File: src/rtl/led_pkg.sv
// Shared encodings for the LED sequencer: command modes, FSM states and per-phase patterns.
package led_pkg;

    typedef enum logic [1:0] {
        MODE_STOP  = 2'b00,
        MODE_SOLID = 2'b01,
        MODE_BLINK = 2'b10,
        MODE_ALT   = 2'b11
    } mode_e;

    typedef enum logic [1:0] {
        ST_IDLE  = 2'b00,
        ST_RUN_A = 2'b01,
        ST_RUN_B = 2'b10
    } state_e;

    localparam int unsigned PAT_W = 2;

    localparam logic [PAT_W-1:0] PAT_OFF     = 2'b00;
    localparam logic [PAT_W-1:0] PAT_A_SOLID = 2'b11;
    localparam logic [PAT_W-1:0] PAT_B_SOLID = 2'b11;
    localparam logic [PAT_W-1:0] PAT_A_BLINK = 2'b11;
    localparam logic [PAT_W-1:0] PAT_B_BLINK = 2'b00;
    localparam logic [PAT_W-1:0] PAT_A_ALT   = 2'b01;
    localparam logic [PAT_W-1:0] PAT_B_ALT   = 2'b10;

    // Base 2-bit pattern for a given state and latched mode; IDLE is always dark.
    function automatic logic [PAT_W-1:0] pattern(input state_e st, input mode_e m);
        logic [PAT_W-1:0] p;
        logic             is_a;
        p    = PAT_OFF;
        is_a = (st == ST_RUN_A);
        case (m)
            MODE_SOLID: p = is_a ? PAT_A_SOLID : PAT_B_SOLID;
            MODE_BLINK: p = is_a ? PAT_A_BLINK : PAT_B_BLINK;
            MODE_ALT:   p = is_a ? PAT_A_ALT   : PAT_B_ALT;
            default:    p = PAT_OFF;
        endcase
        if (st == ST_IDLE) begin
            p = PAT_OFF;
        end
        return p;
    endfunction

endpackage

File: src/rtl/led_tick_gen.sv
// Dwell-tick prescaler: counts 0..TICK_DIV-1 while enabled and pulses tick_c on the last count.
module led_tick_gen #(
    parameter int unsigned TICK_DIV = 50000
) (
    input  logic clk,
    input  logic rst_n,
    input  logic en,
    input  logic clr,
    output logic tick_c
);

    localparam int unsigned PRE_W = (TICK_DIV > 2) ? $clog2(TICK_DIV) : 1;
    localparam logic [PRE_W-1:0] PRE_TOP = PRE_W'(TICK_DIV - 1);

    logic [PRE_W-1:0] presc_q;
    logic [PRE_W-1:0] presc_d;

    assign tick_c = en && (presc_q == PRE_TOP);

    always_comb begin
        presc_d = presc_q;
        if (clr) begin
            presc_d = '0;
        end else if (en) begin
            presc_d = tick_c ? '0 : presc_q + PRE_W'(1);
        end
    end

    always_ff @(posedge clk or negedge rst_n) begin
        if (!rst_n) begin
            presc_q <= '0;
        end else begin
            presc_q <= presc_d;
        end
    end

endmodule

File: src/rtl/led_seq_ctrl.sv
// Commandable two-phase LED pattern scheduler with millisecond dwell timing.
// Optional PWM dimming via duty[3:0] when LED_PWM_EN is defined.
module led_seq_ctrl
    import led_pkg::*;
#(
    parameter int unsigned TICK_DIV = 50000,
    parameter int unsigned DWELL_W  = 16,
    parameter int unsigned LED_W    = 2
) (
    input  logic               sys_clk,
    input  logic               sys_rst_n,
    input  logic               mode_valid,
    output logic               mode_ready,
    input  logic [1:0]         mode,
    input  logic [DWELL_W-1:0] dwell,
    output logic [LED_W-1:0]   led,
    output logic               busy,
    output logic               phase
`ifdef LED_PWM_EN
    ,
    input  logic [3:0]         duty
`endif
);

    localparam int unsigned REP = (LED_W + 1) / 2;

    state_e             state_q, state_d;
    mode_e              mode_q, mode_d;
    logic [DWELL_W-1:0] dwell_q, dwell_d;
    logic [DWELL_W-1:0] dwell_cnt_q, dwell_cnt_d;
    logic [LED_W-1:0]   led_q, led_d;
    logic               busy_q, busy_d;
    logic               phase_q, phase_d;

    logic               run_c;
    logic               tick_c;
    logic               phase_end_c;
    logic               accept_c;
    logic               clr_c;
    logic [PAT_W-1:0]   pat_c;
    logic [2*REP-1:0]   pat_rep_c;

`ifdef LED_PWM_EN
    logic [3:0]         pwm_cnt_q, pwm_cnt_d;
`endif

    assign run_c       = (state_q != ST_IDLE);
    assign phase_end_c = tick_c && (dwell_cnt_q == dwell_q - DWELL_W'(1));
    // Commands are only taken when idle or on the last cycle of a full A/B period.
    assign mode_ready  = (state_q == ST_IDLE) || ((state_q == ST_RUN_B) && phase_end_c);
    assign accept_c    = mode_valid && mode_ready;
    assign clr_c       = accept_c || phase_end_c;

    led_tick_gen #(
        .TICK_DIV (TICK_DIV)
    ) u_tick (
        .clk    (sys_clk),
        .rst_n  (sys_rst_n),
        .en     (run_c),
        .clr    (clr_c),
        .tick_c (tick_c)
    );

    // Next-state, dwell counting and registered-output precompute.
    always_comb begin
        state_d     = state_q;
        mode_d      = mode_q;
        dwell_d     = dwell_q;
        dwell_cnt_d = dwell_cnt_q;

        if (tick_c) begin
            dwell_cnt_d = dwell_cnt_q + DWELL_W'(1);
        end
        if (phase_end_c) begin
            dwell_cnt_d = '0;
            state_d     = (state_q == ST_RUN_A) ? ST_RUN_B : ST_RUN_A;
        end
        if (accept_c) begin
            mode_d      = mode_e'(mode);
            dwell_d     = (dwell == '0) ? DWELL_W'(1) : dwell;
            dwell_cnt_d = '0;
            state_d     = (mode_e'(mode) == MODE_STOP) ? ST_IDLE : ST_RUN_A;
        end

        pat_c     = pattern(state_d, mode_d);
        pat_rep_c = {REP{pat_c}};
        led_d     = pat_rep_c[LED_W-1:0];
`ifdef LED_PWM_EN
        pwm_cnt_d = pwm_cnt_q + 4'd1;
        led_d     = led_d & {LED_W{pwm_cnt_q < duty}};
`endif
        busy_d    = (state_d != ST_IDLE);
        phase_d   = (state_d == ST_RUN_B);
    end

    always_ff @(posedge sys_clk or negedge sys_rst_n) begin
        if (!sys_rst_n) begin
            state_q     <= ST_IDLE;
            mode_q      <= MODE_STOP;
            dwell_q     <= DWELL_W'(1);
            dwell_cnt_q <= '0;
            led_q       <= '0;
            busy_q      <= 1'b0;
            phase_q     <= 1'b0;
        end else begin
            state_q     <= state_d;
            mode_q      <= mode_d;
            dwell_q     <= dwell_d;
            dwell_cnt_q <= dwell_cnt_d;
            led_q       <= led_d;
            busy_q      <= busy_d;
            phase_q     <= phase_d;
        end
    end

`ifdef LED_PWM_EN
    always_ff @(posedge sys_clk or negedge sys_rst_n) begin
        if (!sys_rst_n) begin
            pwm_cnt_q <= '0;
        end else begin
            pwm_cnt_q <= pwm_cnt_d;
        end
    end
`endif

    assign led   = led_q;
    assign busy  = busy_q;
    assign phase = phase_q;

endmodule

File: config.mk
export PLATFORM = sky130hd
export DESIGN_NAME = led_seq_ctrl
export DESIGN_NICKNAME = d
export VERILOG_FILES = /design/src/rtl/led_pkg.sv /design/src/rtl/led_tick_gen.sv /design/src/rtl/led_seq_ctrl.sv
export SDC_FILE = /design/constraint.sdc
export NUM_CORES = 1
export LEC_CHECK = 0
export ABC_AREA = 1
export CAP_MARGIN = 0
export CORE_MARGIN = 2
export CORE_UTILIZATION = 30
export DETAILED_ROUTE_END_ITERATION = 16
export SLEW_MARGIN = 20
export SYNTH_ARGS = -nofsm -noshare
export SYNTH_HDL_FRONTEND = slang
export SYNTH_HIERARCHICAL = 1
export SYNTH_SLANG_ARGS = --single-unit
File: constraint.sdc
create_clock -name sys_clk -period 2.95 [get_ports sys_clk]
set_clock_uncertainty 0.15 [all_clocks]
set_input_delay 0.59 -clock sys_clk [delete_from_list [all_inputs] [get_ports sys_clk]]
set_output_delay 0.59 -clock sys_clk [all_outputs]
set_load 0.005 [all_outputs]
# Yosys cells after proc, flatten, opt, wreduce, memory -nomap -nowiden
# Cells that the tools add are included.
# word_totals
output_inout_bits	5
register_bits	56
latch_bits	0
n_memories	0
ram_bits	0
mem_bits_ro	0
# classes
shifts	0
n_eq_ne	9
n_div	0
n_reduce_logical	14
n_mux	16
n_addsub	3
order_cmp	0
n_mul	0
bitwise	0
# ops
cell	count
16-bit 2-to-1 mux	7
16-bit by 1-bit adder with 16-bit output, second input constant	2
16-bit equality test	1
16-bit equality test, second input constant	1
16-bit logical NOT	1
16-bit by 1-bit subtractor with 16-bit output, second input constant	1
2-bit 2-to-1 mux	7
2-bit equality test, second input constant	4
2-bit by 1-bit equality test with 1-bit output, second input constant	3
2-bit logical NOT	3
2-bit one-hot mux with 3 select lines	1
2-bit nonzero test	3
1-bit logical AND	4
3-bit nonzero test	1
1-bit logical OR	2
1-bit 2-to-1 mux	1

# Longest topological paths before layout
# depth
ltp_word	11
mapped_depth	25

# By module
# Netlist, hierarchy kept.
# modules_own_cells
module	seq_area_each_um2	area_each_um2	cells_each	instances
led_seq_ctrl	1002.2	2637.5	346	1
led_tick_gen	400.4	1088.5	150	1

# Worst setup path after synthesis
# Ideal clock, no wire load.
# synth_timing
kind	register -> register
start	register u_tick.presc_q[0]
end	register u_tick.presc_q[5]
n_path_buf	2
required_ns	2.680
period_less_slack_ns	3.105
path_stages_with_launch	25
arrival_ns	2.835
setup_slack_ns	-0.155
path_cell_list	dfrtp_1 > ha_1 > inv_2 > nor2_4 > nand3_1 > inv_1 > nand2_1 > nor2_1 > nand2_1 > nor2_1 > nand2_1 > nor2_1 > nand2_1 > nor2_2 > nand2_4 > nand2_4 > nand3_4 > nand2_1 > buf_2 > nor2_2 > inv_2 > buf_6 > nand3_4 > xor2_1 > nor2_2
# synth_via
elab_chain_len	8
word_cells_on_any_way	12
classes_between	add/sub (1); eq/ne (1); mux (3); reduce/logical (7)
# synth_lines
element	line_no	rtl
start, declared	led_tick_gen.sv:15	logic [PRE_W-1:0] presc_q;
start signal, assigned	led_tick_gen.sv:33	presc_q <= presc_d;
16-bit equality test *	led_tick_gen.sv:18	assign tick_c = en && (presc_q == PRE_TOP);
1-bit logical AND *	led_tick_gen.sv:18	
named net tick_c	led_seq_ctrl.sv:36	logic tick_c;
1-bit logical AND *	led_seq_ctrl.sv:48	assign phase_end_c = tick_c && (dwell_cnt_q == dwell_q - DWELL_W'(1));
1-bit logical AND	led_seq_ctrl.sv:50	assign mode_ready = (state_q == ST_IDLE) || ((state_q == ST_RUN_B) && phase_end_c);
1-bit logical OR	led_seq_ctrl.sv:50	
1-bit logical AND	led_seq_ctrl.sv:51	assign accept_c = mode_valid && mode_ready;
1-bit logical OR *	led_seq_ctrl.sv:52	assign clr_c = accept_c || phase_end_c;
named net clr_c	led_seq_ctrl.sv:39	logic clr_c;
16-bit 2-to-1 mux / 2-bit nonzero test (equally long branches)	--	
# The timed path passes the listed nets; every way through them passes the cells marked *. The select of a mux whose other input is x is not followed.
# A chain may end at the register's enable or synchronous reset.

# Worst setup path in the final report
# layout_timing
start	register dwell_q[0]
end	output port mode_ready
# layout_via
elab_chain_len	5
# layout_lines
element	line_no	rtl
start, declared	led_seq_ctrl.sv:29	logic [DWELL_W-1:0] dwell_q, dwell_d;
start signal, assigned	led_seq_ctrl.sv:108	dwell_q <= dwell_d;
16-bit by 1-bit subtractor with 16-bit output	led_seq_ctrl.sv:48	
16-bit equality test	led_seq_ctrl.sv:48	
1-bit logical AND	led_seq_ctrl.sv:48	
1-bit logical AND	led_seq_ctrl.sv:50	
1-bit logical OR	led_seq_ctrl.sv:50	
end, declared	led_seq_ctrl.sv:13	output logic mode_ready,
# Every way passes these cells.

==> results.toml <==
[status]
status = "finished clean"

[layout]
drive_gt1_share_pct = 24.6
fin_area_mm2 = 0.00486
fin_cells = 746
multi_input_area_mm2 = 0.00212
antenna_cells = 0
regArea_mm2 = 0.00140
fill_cells = 1248
synthToLayoutAreaGrowth_pct = 30.6
nets = 601

[timing]
final_max_slew_viol_count = 0
slew_headroom_pct = 63.0
finalHoldViolations = 0
min_period_ns = 2.93
max_freq_mhz = 341
final-setup-viol-count = 0
rsz0062_at_grt = "yes"
worst_pin_slew_ns = 0.556
period_share_pct = 99.4

[min_path]
hold_path_class = "input pin to asynchronous set/reset pin"

[setup_path]
crit_fanout = 3
path_cells = "inv_1 -> ha_2 -> nand2_2 -> nor2_1 -> nand2_1 -> nand2_1 -> nand2_1 -> nand2_1 -> nor2_1 -> nand2_1 -> nor2_2 -> nand2_4 -> a21oi_4 -> buf_2"
required_ns = 2.21
crit_slowest_cell = "dfstp_2"
cp_common_cell = "nand2_1"
crit_buf_inv = 2
cp.arrival_ns = 2.19
end_kind = "primary output"
critical-path-top-delay-family = "simple AND/OR/NAND/NOR gates"
cpPeakStageDelay_ns = 0.53
startpoint_type = "flip-flop"
worstSetupPathType = "flip-flop to primary output"

[synthesis]
synth_seq_cells = 56
syn_area_mm2 = 0.00373
syn-num-nets = 520
netlist_instances = 496
syn_avg_cell_area_um2 = 7.51
ys_seq_area_share_pct = 37.6
yosys_warnings = 6
synth-edff-count = 0
synth-main-ff-cell = "dfrtp_1"
async_flop_share_pct = 100
ys_types = 37

[power]
p_sw_mw = 1.28
ir_drop_mv = 0.288
switching_share_pct = 38.7
p_comb_share_pct = 47.3
seqPwrFrac_pct = 33.7
cellLeakagePower_nw = 2.22
power_density_mw_per_mm2 = 679
power.share.clock_pct = 19.0
p_int_mw = 2.02

[placement]
dp_hpwl_mm = 7.30
io_buffers = 25
gp_congestion = 0.866
dp_cells = 731
placed_area_mm2 = 0.00450

[global_routing]
grt_use_total_pct = 14.8
grt_start_max_net_pins = 26
grt_pass1_vias = 3291
grt_pass1_wl_mm = 15.7
antenna_found_initial = 0
overflow = 0

[cts]
root_buffer = "clkbuf_16"
tritoncts = "yes"
htreeDepth = 2
clkTransAtPathRegs_ns = 0.07
clockBufferDepth = 2
cts_hold_buf = 0
cts_sinks = 56
numCtsBuffers = 5
insertion_delay_ns = 0.30

[routing]
drt-vias-per-instance = 4.51
drcViolationCount = 0
firstDrtPassIters = 5
routedWlPerCell_um = 12.5
ant_nets = 0
first_iter_violations = 116
routed-via-count = 3362
totalWireLength_mm = 9.36

[floorplanning]
initial_core_util_pct = 30.9
die_h_um = 115
design.core.area_mm2 = 0.0121
die_area_mm2 = 0.0133
chipWidth_um = 115
io_pins = 26
rows = 40

[flow_run]
cap_viol_max_count = 0
==> metrics by stage <==
step	setup slack (ns)	hold WS (ns)	TNS, ns	utilization, %	power [mW]
final	0.0182	0.123	0	40.3	3.31
after global routing	-0.137	0.156	-0.701	40.3	3.55
after detailed placement	-0.245	0.349	-0.911	37.3	2.53
after floorplan	0.0374	0.144	0	-	2.02
after global placement	-0.200	0.339	-0.651	37.3	2.51
after CTS	-0.0889	0.140	-0.0889	39.1	3.23
==> flip-flops by register name (all words and copies together) (netlist names) <==
register and flops:
state_q 2, led 2, phase 1, u_tick/presc_q 16
dwell_q 16, busy 1, dwell_cnt_q 16, mode_q 2
==> cell usage after synthesis, drive strengths merged, types with 5 or more instances <==
| master | instances | area, um2 |
|---|---|---|
| xor2 | 15 | 131 |
| nor2 | 97 | 432 |
| inv | 62 | 233 |
| dfrtp | 55 | 1380 |
| nand2 | 140 | 553 |
| mux2 | 11 | 165 |
| nand4 | 6 | 37.5 |
| a21oi | 11 | 62.6 |
| buf | 6 | 65.1 |
| nor4 | 5 | 31.3 |
| nor3 | 10 | 65.1 |
| o21bai | 6 | 60.1 |
| nand3 | 38 | 250 |
| o21ai | 17 | 100 |
==> power groups by stage <==
stage                     sequential [mW]  clock, mW  combinational [mW]
final                                1.11      0.629                1.56
after global routing                 1.14      0.683                1.73
after CTS                            1.11      0.657                1.46
after detailed placement             1.11          0                1.42
after global placement               1.12          0                1.39
after floorplan                      1.10          0               0.921
==> area by class of cell <==
| class | instances | share of cell area (%) |
|---|---|---|
| Clock buffer | 6 | 2.85 |
| Clock inverter | 2 | 0.283 |
| Inverter | 62 | 4.89 |
| Multi-Input combinational cell | 372 | 43.5 |
| Sequential cell | 56 | 28.9 |
| Tap cell | 168 | 4.32 |
| Timing Repair Buffer | 80 | 15.3 |
==> path summary, 6_finish.rpt <==
kind / startpoint / end / slack (ns) / cells past startpoint
min in group sys_clk: dwell_q[15] / dwell_q[15] / 0.39 / 1
hold / removal: sys_rst_n / dwell_q[9] / 0.12 / 1
max in group asynchronous: sys_rst_n / dwell_q[0] / 1.79 / 2
setup reg to reg: dwell_q[0] / u_tick/presc_q[12] / 0.11 / 23
setup / recovery: dwell_q[0] / mode_ready / 0.02 / 14
hold reg to reg: dwell_q[15] / dwell_q[15] / 0.39 / 1
==> what timing repair did <==
action,in CTS,in global routing
resized for setup,17,24
gates cloned,0,1
pin swaps,11,20
setup buffers,2,5
setup endpoints to repair,16,44
==> routing by layer <==
metal | vias up | global-route usage [%] | wire [um]
met5 | - | 0 | 0
li1 | 1736 | - | -
met3 | 7 | 2.62 | 260
met4 | 0 | 2.89 | 75
met1 | 1584 | 19.0 | 4410
met2 | 35 | 26.4 | 4610
==> kinds of logic after synthesis <==
group	Yosys count	share of synthesized area, %
AND/OR/NAND/NOR	301	37.8
buffers and inverters	68	7.99
flip-flops	56	37.6
AO/OA/AOI/OAI	39	6.88
XOR/XNOR	18	4.23
multiplexers	11	4.43
adder cells (fa/ha/maj)	3	1.01
==> placed cells by master, fill, tap and decap left out, drive strengths merged <==
master	instances
o22ai	4
dfstp	1
nand2	140
nor3b	1
clkdlybuf4s50	23
nor2	97
clkinv	2
nand3b	2
or2	2
nor4	5
buf	56
dfrtp	55
mux2	11
nand4	6
xor2	15
a41oi	1
o21bai	6
ha	3
clkbuf	7
o21ai	17
xnor2	3
a21oi	11
nor3	10
inv	62
nand3	38
Note: power is estimated with default switching activity, not from simulation.
